## config.mk

```make
export PLATFORM = sky130hd
export DESIGN_NAME = serial_bit_locator_flat
export DESIGN_NICKNAME = d
export VERILOG_FILES = /design/src/rtl/serial_bit_locator_if.sv /design/src/rtl/serial_bit_locator.sv /design/src/flat_wrapper.sv
export SDC_FILE = /design/constraint.sdc
export NUM_CORES = 1
export LEC_CHECK = 0
export CAP_MARGIN = 10
export CORE_MARGIN = 8
export CORE_UTILIZATION = 45
export DETAILED_ROUTE_END_ITERATION = 6
export GPL_TIMING_DRIVEN = 0
export PLACE_DENSITY_LB_ADDON = 0.12
export SYNTH_ARGS = -nofsm -noshare
export SYNTH_HDL_FRONTEND = slang
export SYNTH_SLANG_ARGS = --single-unit
```

## constraint.sdc

```tcl
create_clock -name CLK -period 1.8 [get_ports CLK]
set_clock_uncertainty 0.2 [all_clocks]
set_input_delay 0.27 -clock CLK [delete_from_list [all_inputs] [get_ports CLK]]
set_output_delay 0.27 -clock CLK [all_outputs]
set_load 0.005 [all_outputs]
```

## src/rtl/serial_bit_locator_if.sv

```systemverilog
// -----------------------------------------------------------------------------
// serial_bit_locator_if
//
// Bundles the frame-control, serial-data and result signals of
// serial_bit_locator. Clock and reset are not part of the bundle.
//
// Parameters:
//   N   frame length in bits (N >= 2)
//   QW  width of Q       (derived from N, leave at default)
//   CW  width of MATCHES (derived from N, leave at default)
//
// Signals (direction as seen from the locator, i.e. the slave modport):
//   START      in   frame start / abort, synchronous
//   DATAIN     in   serial data bit
//   DIN_VALID  in   DATAIN qualifier
//   TARGET     in   bit value searched for (captured with START)
//   MODE       in   0 = first occurrence, 1 = last occurrence (captured with START)
//   Q          out  index of the located bit
//   VALID      out  completed frame had at least one match
//   NONE       out  completed frame had no match
//   MATCHES    out  number of accepted bits equal to TARGET
//   DONE       out  one-cycle pulse when results become valid
//   BUSY       out  high while bits are being accepted
// -----------------------------------------------------------------------------
interface serial_bit_locator_if #(
  parameter int N  = 8,
  parameter int QW = $clog2(N),
  parameter int CW = $clog2(N + 1)
);

  logic          START;
  logic          DATAIN;
  logic          DIN_VALID;
  logic          TARGET;
  logic          MODE;
  logic [QW-1:0] Q;
  logic          VALID;
  logic          NONE;
  logic [CW-1:0] MATCHES;
  logic          DONE;
  logic          BUSY;

  // Frame source: drives control and data, observes results.
  modport master (
    output START, DATAIN, DIN_VALID, TARGET, MODE,
    input  Q, VALID, NONE, MATCHES, DONE, BUSY
  );

  // Locator side: consumes control and data, produces results.
  modport slave (
    input  START, DATAIN, DIN_VALID, TARGET, MODE,
    output Q, VALID, NONE, MATCHES, DONE, BUSY
  );

endinterface

```

## src/rtl/serial_bit_locator.sv

```systemverilog
// -----------------------------------------------------------------------------
// serial_bit_locator
//
// Scans an N-bit frame delivered one bit per qualified clock and reports the
// index of the first (MODE=0) or last (MODE=1) bit equal to TARGET, the
// number of matching bits, and whether the frame contained any match.
//
// Ports:
//   CLK    in   rising-edge clock
//   RESET  in   asynchronous, active-high reset; clears every register
//   bus    slave modport of serial_bit_locator_if (control, data, results)
//
// Frame sequence: START edge -> N edges with DIN_VALID=1 -> one REPORT cycle
// with DONE=1 -> IDLE. Results are registered on the edge accepting the last
// bit and hold until the next START or RESET. START wins in every state and
// discards any bit offered on the same edge.
// -----------------------------------------------------------------------------
module serial_bit_locator #(
  parameter int N  = 8,
  parameter int QW = $clog2(N),
  parameter int CW = $clog2(N + 1)
) (
  input  logic                  CLK,
  input  logic                  RESET,
  serial_bit_locator_if.slave   bus
);

  typedef enum logic [1:0] {
    ST_IDLE   = 2'd0,
    ST_SHIFT  = 2'd1,
    ST_REPORT = 2'd2
  } state_t;

  localparam logic [QW-1:0] LAST_IDX = QW'(N - 1);

  // Registered state and results
  state_t        state_q,   state_d;
  logic [QW-1:0] cnt_q,     cnt_d;
  logic          found_q,   found_d;
  logic          target_q,  target_d;
  logic          mode_q,    mode_d;
  logic [QW-1:0] q_q,       q_d;
  logic          valid_q,   valid_d;
  logic          none_q,    none_d;
  logic [CW-1:0] matches_q, matches_d;
  logic          done_q,    done_d;
  logic          busy_q,    busy_d;

  // Per-bit decode
  logic          hit_s;
  logic          last_s;

  // The incoming bit matches the target captured at frame start.
  assign hit_s  = (bus.DATAIN == target_q);
  // The bit on offer is the final bit of the frame.
  assign last_s = (cnt_q == LAST_IDX);

  // Next-state and result update: START first, then the per-state behaviour.
  always_comb begin
    state_d   = state_q;
    cnt_d     = cnt_q;
    found_d   = found_q;
    target_d  = target_q;
    mode_d    = mode_q;
    q_d       = q_q;
    valid_d   = valid_q;
    none_d    = none_q;
    matches_d = matches_q;
    done_d    = 1'b0;
    busy_d    = 1'b0;

    if (bus.START) begin
      // Abort whatever is in progress and open a fresh frame; a bit offered
      // on this edge is deliberately not accepted.
      state_d   = ST_SHIFT;
      cnt_d     = '0;
      found_d   = 1'b0;
      target_d  = bus.TARGET;
      mode_d    = bus.MODE;
      q_d       = '0;
      valid_d   = 1'b0;
      none_d    = 1'b0;
      matches_d = '0;
      busy_d    = 1'b1;
    end else begin
      case (state_q)
        ST_IDLE: begin
          state_d = ST_IDLE;
        end

        ST_SHIFT: begin
          busy_d = 1'b1;
          if (bus.DIN_VALID) begin
            // The counter may wrap after the last bit when N is a power of
            // two; it is reloaded by the next START so the wrap is harmless.
            cnt_d = cnt_q + QW'(1);

            if (hit_s) begin
              // At most N hits per frame and CW bits hold N, so no
              // saturation logic is needed.
              matches_d = matches_q + CW'(1);
              found_d   = 1'b1;
              // First-occurrence mode keeps the earliest index; last-
              // occurrence mode overwrites on every hit.
              if (mode_q || !found_q) begin
                q_d = cnt_q;
              end else begin
                q_d = q_q;
              end
            end else begin
              matches_d = matches_q;
            end

            if (last_s) begin
              // Verdict includes the bit accepted on this very edge.
              state_d = ST_REPORT;
              busy_d  = 1'b0;
              done_d  = 1'b1;
              valid_d = found_q | hit_s;
              none_d  = ~(found_q | hit_s);
            end else begin
              state_d = ST_SHIFT;
            end
          end else begin
            cnt_d = cnt_q;
          end
        end

        ST_REPORT: begin
          state_d = ST_IDLE;
        end

        default: begin
          state_d = ST_IDLE;
        end
      endcase
    end
  end

  // State and result registers; reset clears everything without a clock.
  always_ff @(posedge CLK or posedge RESET) begin
    if (RESET) begin
      state_q   <= ST_IDLE;
      cnt_q     <= '0;
      found_q   <= 1'b0;
      target_q  <= 1'b0;
      mode_q    <= 1'b0;
      q_q       <= '0;
      valid_q   <= 1'b0;
      none_q    <= 1'b0;
      matches_q <= '0;
      done_q    <= 1'b0;
      busy_q    <= 1'b0;
    end else begin
      state_q   <= state_d;
      cnt_q     <= cnt_d;
      found_q   <= found_d;
      target_q  <= target_d;
      mode_q    <= mode_d;
      q_q       <= q_d;
      valid_q   <= valid_d;
      none_q    <= none_d;
      matches_q <= matches_d;
      done_q    <= done_d;
      busy_q    <= busy_d;
    end
  end

  assign bus.Q       = q_q;
  assign bus.VALID   = valid_q;
  assign bus.NONE    = none_q;
  assign bus.MATCHES = matches_q;
  assign bus.DONE    = done_q;
  assign bus.BUSY    = busy_q;

endmodule

```

## src/flat_wrapper.sv

```systemverilog
// flat-port wrapper written by rule: the top's interface ports become plain ports
module serial_bit_locator_flat 
#(
  parameter int N  = 8,
  parameter int QW = $clog2(N),
  parameter int CW = $clog2(N + 1)
)
  (CLK, RESET, bus_START, bus_DATAIN, bus_DIN_VALID, bus_TARGET, bus_MODE, bus_Q, bus_VALID, bus_NONE, bus_MATCHES, bus_DONE, bus_BUSY);
  serial_bit_locator_if #(.N(N), .QW(QW), .CW(CW)) bus_i ();
  input  logic CLK;
  input  logic RESET;
  input wire logic [$bits(bus_i.START)-1:0] bus_START;
  input wire logic [$bits(bus_i.DATAIN)-1:0] bus_DATAIN;
  input wire logic [$bits(bus_i.DIN_VALID)-1:0] bus_DIN_VALID;
  input wire logic [$bits(bus_i.TARGET)-1:0] bus_TARGET;
  input wire logic [$bits(bus_i.MODE)-1:0] bus_MODE;
  output wire logic [$bits(bus_i.Q)-1:0] bus_Q;
  output wire logic [$bits(bus_i.VALID)-1:0] bus_VALID;
  output wire logic [$bits(bus_i.NONE)-1:0] bus_NONE;
  output wire logic [$bits(bus_i.MATCHES)-1:0] bus_MATCHES;
  output wire logic [$bits(bus_i.DONE)-1:0] bus_DONE;
  output wire logic [$bits(bus_i.BUSY)-1:0] bus_BUSY;
  assign bus_i.START = bus_START;
  assign bus_i.DATAIN = bus_DATAIN;
  assign bus_i.DIN_VALID = bus_DIN_VALID;
  assign bus_i.TARGET = bus_TARGET;
  assign bus_i.MODE = bus_MODE;
  assign bus_Q = bus_i.Q;
  assign bus_VALID = bus_i.VALID;
  assign bus_NONE = bus_i.NONE;
  assign bus_MATCHES = bus_i.MATCHES;
  assign bus_DONE = bus_i.DONE;
  assign bus_BUSY = bus_i.BUSY;
  serial_bit_locator #(.N(N), .QW(QW), .CW(CW)) u_core (.CLK(CLK), .RESET(RESET), .bus(bus_i));
endmodule
```

# After elaboration in Yosys (flattened, before gate mapping)
# Index checks and enable logic that the tools add are counted.
# Widths: inputs -> output; s select.
word_totals:
  reg_bits: 19
  input_bits: 7
  output_inout_bits: 11
  elab_cells: 66
op_classes:
  add_sub_neg: 2
  n_eq_ne: 4
  mux: 36
  bitwise: 2
  n_reduce_logical: 11
ops:
  columns: ["op", "n"]
  rows:
  - ["$mux 3", 8]
  - ["$mux 1", 20]
  - ["$mux 4", 4]
  - ["$reduce_bool 2->1", 5]
  - ["$mux 2", 4]
  - ["$reduce_and 3->1", 2]
  - ["$add 4x1->4 const B", 1]
  - ["$reduce_and 4->1", 1]
  - ["$add 3x1->3 const B", 1]
  - ["$eq 3x3->1 const B", 1]
  - ["$ne 3x3->1 const B", 1]
  - ["$eq 2x1->1 const B", 1]
  - ["$reduce_and 2->1", 1]
  - ["$eq 1x1->1", 1]
  - ["$logic_not 1->1", 1]
  - ["$logic_or 1x1->1", 1]
  - ["$not 1->1", 1]
  - ["$or 1x1->1", 1]

# Logic depth before layout (Yosys ltp)
# Gate-level depths: netlist of the first run.
depth:
  ltp_word: 7
  ltp_mapped: 5
  mapped_depth_nobuf: 5

# Worst setup path after synthesis of the first run
# OpenSTA, ideal clock, no wires.
synth_timing:
  path_kind: "register -> register"
  start: "reg u_core.cnt_q[0]"
  end: "reg u_core.none_q, in the netlist u_core.bus.NONE"
  setup_time_ns: 0.078
  arrival_time_ns: 1.318
  t_required_ns: 1.522
  path_slack_ns: 0.204
  stages_incl_launch_ff: 6
  n_path_buf: 0
  period_less_slack_ns: 1.596
  path_cell_list: "dfrtp_1 -> ha_1 -> ha_1 -> nand4b_1 -> or3_1 -> a21oi_1"
synth_via:
  elab_chain_len: 3
synth_rtl:
  columns: ["item", "line_no", "source"]
  rows:
  - ["from (decl)", "serial_bit_locator.sv:38", "logic [QW-1:0] cnt_q, cnt_d;"]
  - ["from (signal assigned)", "serial_bit_locator.sv:156", "cnt_q <= cnt_d;"]
  - ["$eq 3x3->1", "serial_bit_locator.sv:56", "assign last_s = (cnt_q == LAST_IDX);"]
  - ["$reduce_bool 2->1 (no source line)", null, null]
  - ["$reduce_and 3->1 (no source line)", null, null]
  - ["to (signal assigned)", "serial_bit_locator.sv:162", "none_q <= none_d;"]
  - ["to (decl)", "serial_bit_locator.sv:44", "logic none_q, none_d;"]
# Every way passes these cells.
# A chain may end at the register's enable or synchronous reset.

# Worst setup path in the final report of the first run
layout_timing:
  start: "reg u_core.matches_q[0], in the netlist u_core.bus.MATCHES[0]"
  end: "out bus_MATCHES[0]"
layout_rtl:
  columns: ["item", "line_no", "source"]
  rows:
  - ["from (decl)", "serial_bit_locator.sv:45", "logic [CW-1:0] matches_q, matches_d;"]
  - ["from (signal assigned)", "serial_bit_locator.sv:163", "matches_q <= matches_d;"]
  - ["to (decl)", "flat_wrapper.sv:20", "output wire logic [$bits(bus_i.MATCHES)-1:0] bus_MATCHES;"]
# No word-level cell between the ends.

==> results of run 1 <==
[stage by stage]
stage	hold slack, ns	util
floorplan	0.0211	-
global placement	0.303	0.572
detailed placement	0.319	0.572
CTS	0.196	0.586
global route	0.239	0.603
finish	0.173	0.603
[layer usage]
metal	wire, um	global-route usage	up-vias
met5	0	0	-
met2	808	0.146	18
met4	67	0.0646	0
met1	743	0.134	325
met3	130	0.0318	7
li1	-	-	329
[layout by cell type, fill, tap and decap left out, drive strengths merged, types with 2 or more instances in the layout]
| master | Yosys | layout |
|---|---|---|
| a21oi | 8 | 8 |
| a31o | 2 | 2 |
| buf | 1 | 5 |
| clkbuf | 2 | 6 |
| clkdlybuf4s50 | 0 | 17 |
| dfrtp | 19 | 19 |
| ha | 3 | 3 |
| inv | 2 | 2 |
| mux2 | 3 | 3 |
| mux2i | 3 | 3 |
| nand2 | 6 | 6 |
| nand2b | 6 | 6 |
| nand3 | 3 | 3 |
| nor2 | 5 | 5 |
| nor2b | 2 | 2 |
| nor3 | 3 | 3 |
| o21ai | 2 | 2 |
| or3 | 2 | 2 |
| xnor2 | 2 | 2 |
[cell families after synthesis]
logic type | count (synthesis) | share of synthesized area
multiplexers | 6 | 0.0721
flip-flops | 19 | 0.537
adder cells (fa/ha/maj) | 3 | 0.0424
XOR/XNOR | 3 | 0.0297
AO/OA/AOI/OAI | 13 | 0.0849
AND/OR/NAND/NOR | 31 | 0.211
buffers and inverters | 5 | 0.0226
[sequential cells by signal, summed over array words and instances (netlist names)]
signal,count
u_core.bus.MATCHES,4
u_core.bus.Q,3
u_core.cnt_q,3
u_core.state_q,2
u_core.bus.BUSY,1
u_core.bus.DONE,1
u_core.bus.NONE,1
u_core.bus.VALID,1
u_core.found_q,1
u_core.mode_q,1
u_core.target_q,1
[what timing repair did]
item                       in CTS  in global routing
resized for setup               0                  2
setup buffers                   0                  4
setup endpoints to repair       0                 11
[final cells by class]
cell class	instances	area share
tap	27	0.0295
multi-input combinational	56	0.340
inverter	2	0.00655
sequential	19	0.415
buffer	3	0.0120
clock buffer	4	0.0229
timing repair buffer	21	0.175
[worst paths after layout]
check                           slack, ns  cells past startpoint                   from                 to
worst min register to register       0.34                      2        u_core.bus.NONE    u_core.bus.NONE
min in group CLK                     0.34                      2        u_core.bus.NONE    u_core.bus.NONE
worst max-delay path                 0.10                      1  u_core.bus.MATCHES[0]     bus_MATCHES[0]
max in group asynchronous            0.78                      2                  RESET    u_core.cnt_q[2]
worst max register to register       0.12                      5        u_core.cnt_q[0]    u_core.bus.NONE
worst min-delay path                 0.17                      2                  RESET  u_core.state_q[0]
[power breakdown]
part           internal (mW)  switching (mW)
registers              0.443          0.0137
clock network         0.0864           0.129
logic                 0.0573          0.0550
total                  0.587           0.198
==> summary.txt, run 1 <==
Status
  • Run status: completed

Logic synthesis
  • Netlist cell types: 26
  • Synthesis warning total: 0
  • Biggest area contributors in the synthesized netlist: dfrtp_1 (54%), a21oi_1 (4.5%), ha_1 (4.2%)
  • Share of synthesized registers carrying an async set or reset: 1.00
  • Cell with the most instances after synthesis: dfrtp_1
  • Area share of the leading cell type in the synthesized netlist: 0.537
  • Number of flops mapped to enable cells by yosys: 0
  • Synth top cells by count: dfrtp_1 (19), a21oi_1 (8), nand2_1 (6), nand2b_1 (6), nor2_1 (5)
  • Post-Syn Area per Cell: 11.1 um^2
  • Flop and latch count out of synthesis: 19
  • Sequential fraction of the synthesis area: 0.537
  • Cell type contributing the most total cell area after synthesis: dfrtp_1
  • Cell count after synthesis: 80
  • Number of nets produced by synthesis: 90
  • Summed instance area of the synthesized netlist: 885 um^2
  • Most common flop cell mapped by yosys: dfrtp_1

Clock network
  • Clock Latency Late Sink: 0.30 ns
  • Number of clock sinks: 19
  • CTS tree: yes
  • Clk buf depth: 2
  • Clock tree root buffer cell: clkbuf_4
  • Count of H-tree levels built during CTS: 1
  • Clock transition at the registers of the reported paths: 0.10 ns
  • Count of hold buffers inserted by post-cts repair: 0
  • TritonCTS buffer count: 3

Setup path
  • Category of the worst setup path capture point: output port
  • Startpoint kind of the worst setup timing path: register
  • Max Fanout on Critical Path: 5
  • Required time at the worst-slack endpoint: 1.33 ns
  • CP max stage delay: 0.52 ns
  • Cell-by-cell trace of the critical path: clkdlybuf4s50_1
  • Total buffers and inverters traversed by the critical path: 1
  • Crit path DAT: 1.23 ns
  • Crit path max-delay cell type: clkdlybuf4s50_1
  • Crit path max-delay family: buffers and inverters
  • Crit path kind: register to output port

Drt
  • Remaining DRCs: 0
  • Via count: 679
  • Average wire per cell in the routed design: 13.3 um
  • Starting DRT DRC Count: 19
  • Routed wire length: 1750 um
  • Detail-routed via count per cell: 5.14
  • Final ANT Viol Nets: 0
  • Router iterations before antenna repair: 4

Global route
  • Global routing usage summed across all routing layers: 0.104
  • Maximum number of pins on one net before global-route repair: 20
  • Vias in the first global route: 601
  • Sum of overflow across all layers after global routing: 0
  • First-pass GRT wire length: 2800 um
  • Antenna violations before repair: 0

Power and ir drop
  • Areal power density over the cells: 684 mW/mm^2
  • Total Power Consumption: 0.784 mW
  • Lkg Pwr: 0.483 nW
  • Max VDD drop: 0.000429 V

Timing
  • Worst path setup slack after routing: 0.103 ns
  • Post-route setup TNS: 0 ns
  • Fmax achieved: 589 MHz
  • Final number of hold-violating endpoints: 0
  • RSZ-0062 raised after global routing: false
  • Worst Tran Pin Value: 0.702 ns
  • Time the worst path needs with I/O delays and setup: 1.70 ns
  • Crit share post-route: 0.943
  • Setup violations, final: 0
  • Worst slew margin relative to its limit: 0.531
  • Count of final max-slew check failures: 0

Floorplanning
  • Placement Rows: 16
  • Floorplan Core Area: 0.00190 mm^2
  • Die X-Extent: 60.3 um
  • Vertical die dimension: 60.3 um
  • Die ar.: 0.00364 mm^2
  • Starting Density: 0.465
  • Num ports: 18

Cells and area
  • Antenna Cells: 0
  • Area delta synth->final: 29.6%
  • Number of nets at the end of the flow: 116
  • Multi-input gate area: 389 um^2
  • Share of cells above drive strength 1: 0.171
  • Number of standard cells in the layout, taps in and fillers out: 132
  • Post-Layout Inst Area: 0.00115 mm^2
  • Flip-flop and latch area: 475 um^2
  • Fill cells: 182

Placement
  • Global placement routability congestion: 0.759
  • Placement Cell Area: 0.00109 mm^2
  • Half-perimeter wire length after placement: 1270 um
  • Total placed cells including tap cells: 124
  • Buffers on Ports: 17
  • Setup slack after placement: -0.290 ns

Min path
  • Worst hold-check path type: primary input to async pin

Flow run
  • # Max-Cap Violations: 0
(Power assumes the default switching activity.)
==> run 2, diff against run 1 <==
--- a/config.mk
+++ b/config.mk
@@ -11,6 +11,7 @@
 export DETAILED_ROUTE_END_ITERATION = 6
 export GPL_TIMING_DRIVEN = 0
 export PLACE_DENSITY_LB_ADDON = 0.12
+export SKIP_LAST_GASP = 1
 export SYNTH_ARGS = -nofsm -noshare
 export SYNTH_HDL_FRONTEND = slang
 export SYNTH_SLANG_ARGS = --single-unit
==> results of run 2 <==
Final layout, timing and power as in run 1 (identical DEF).
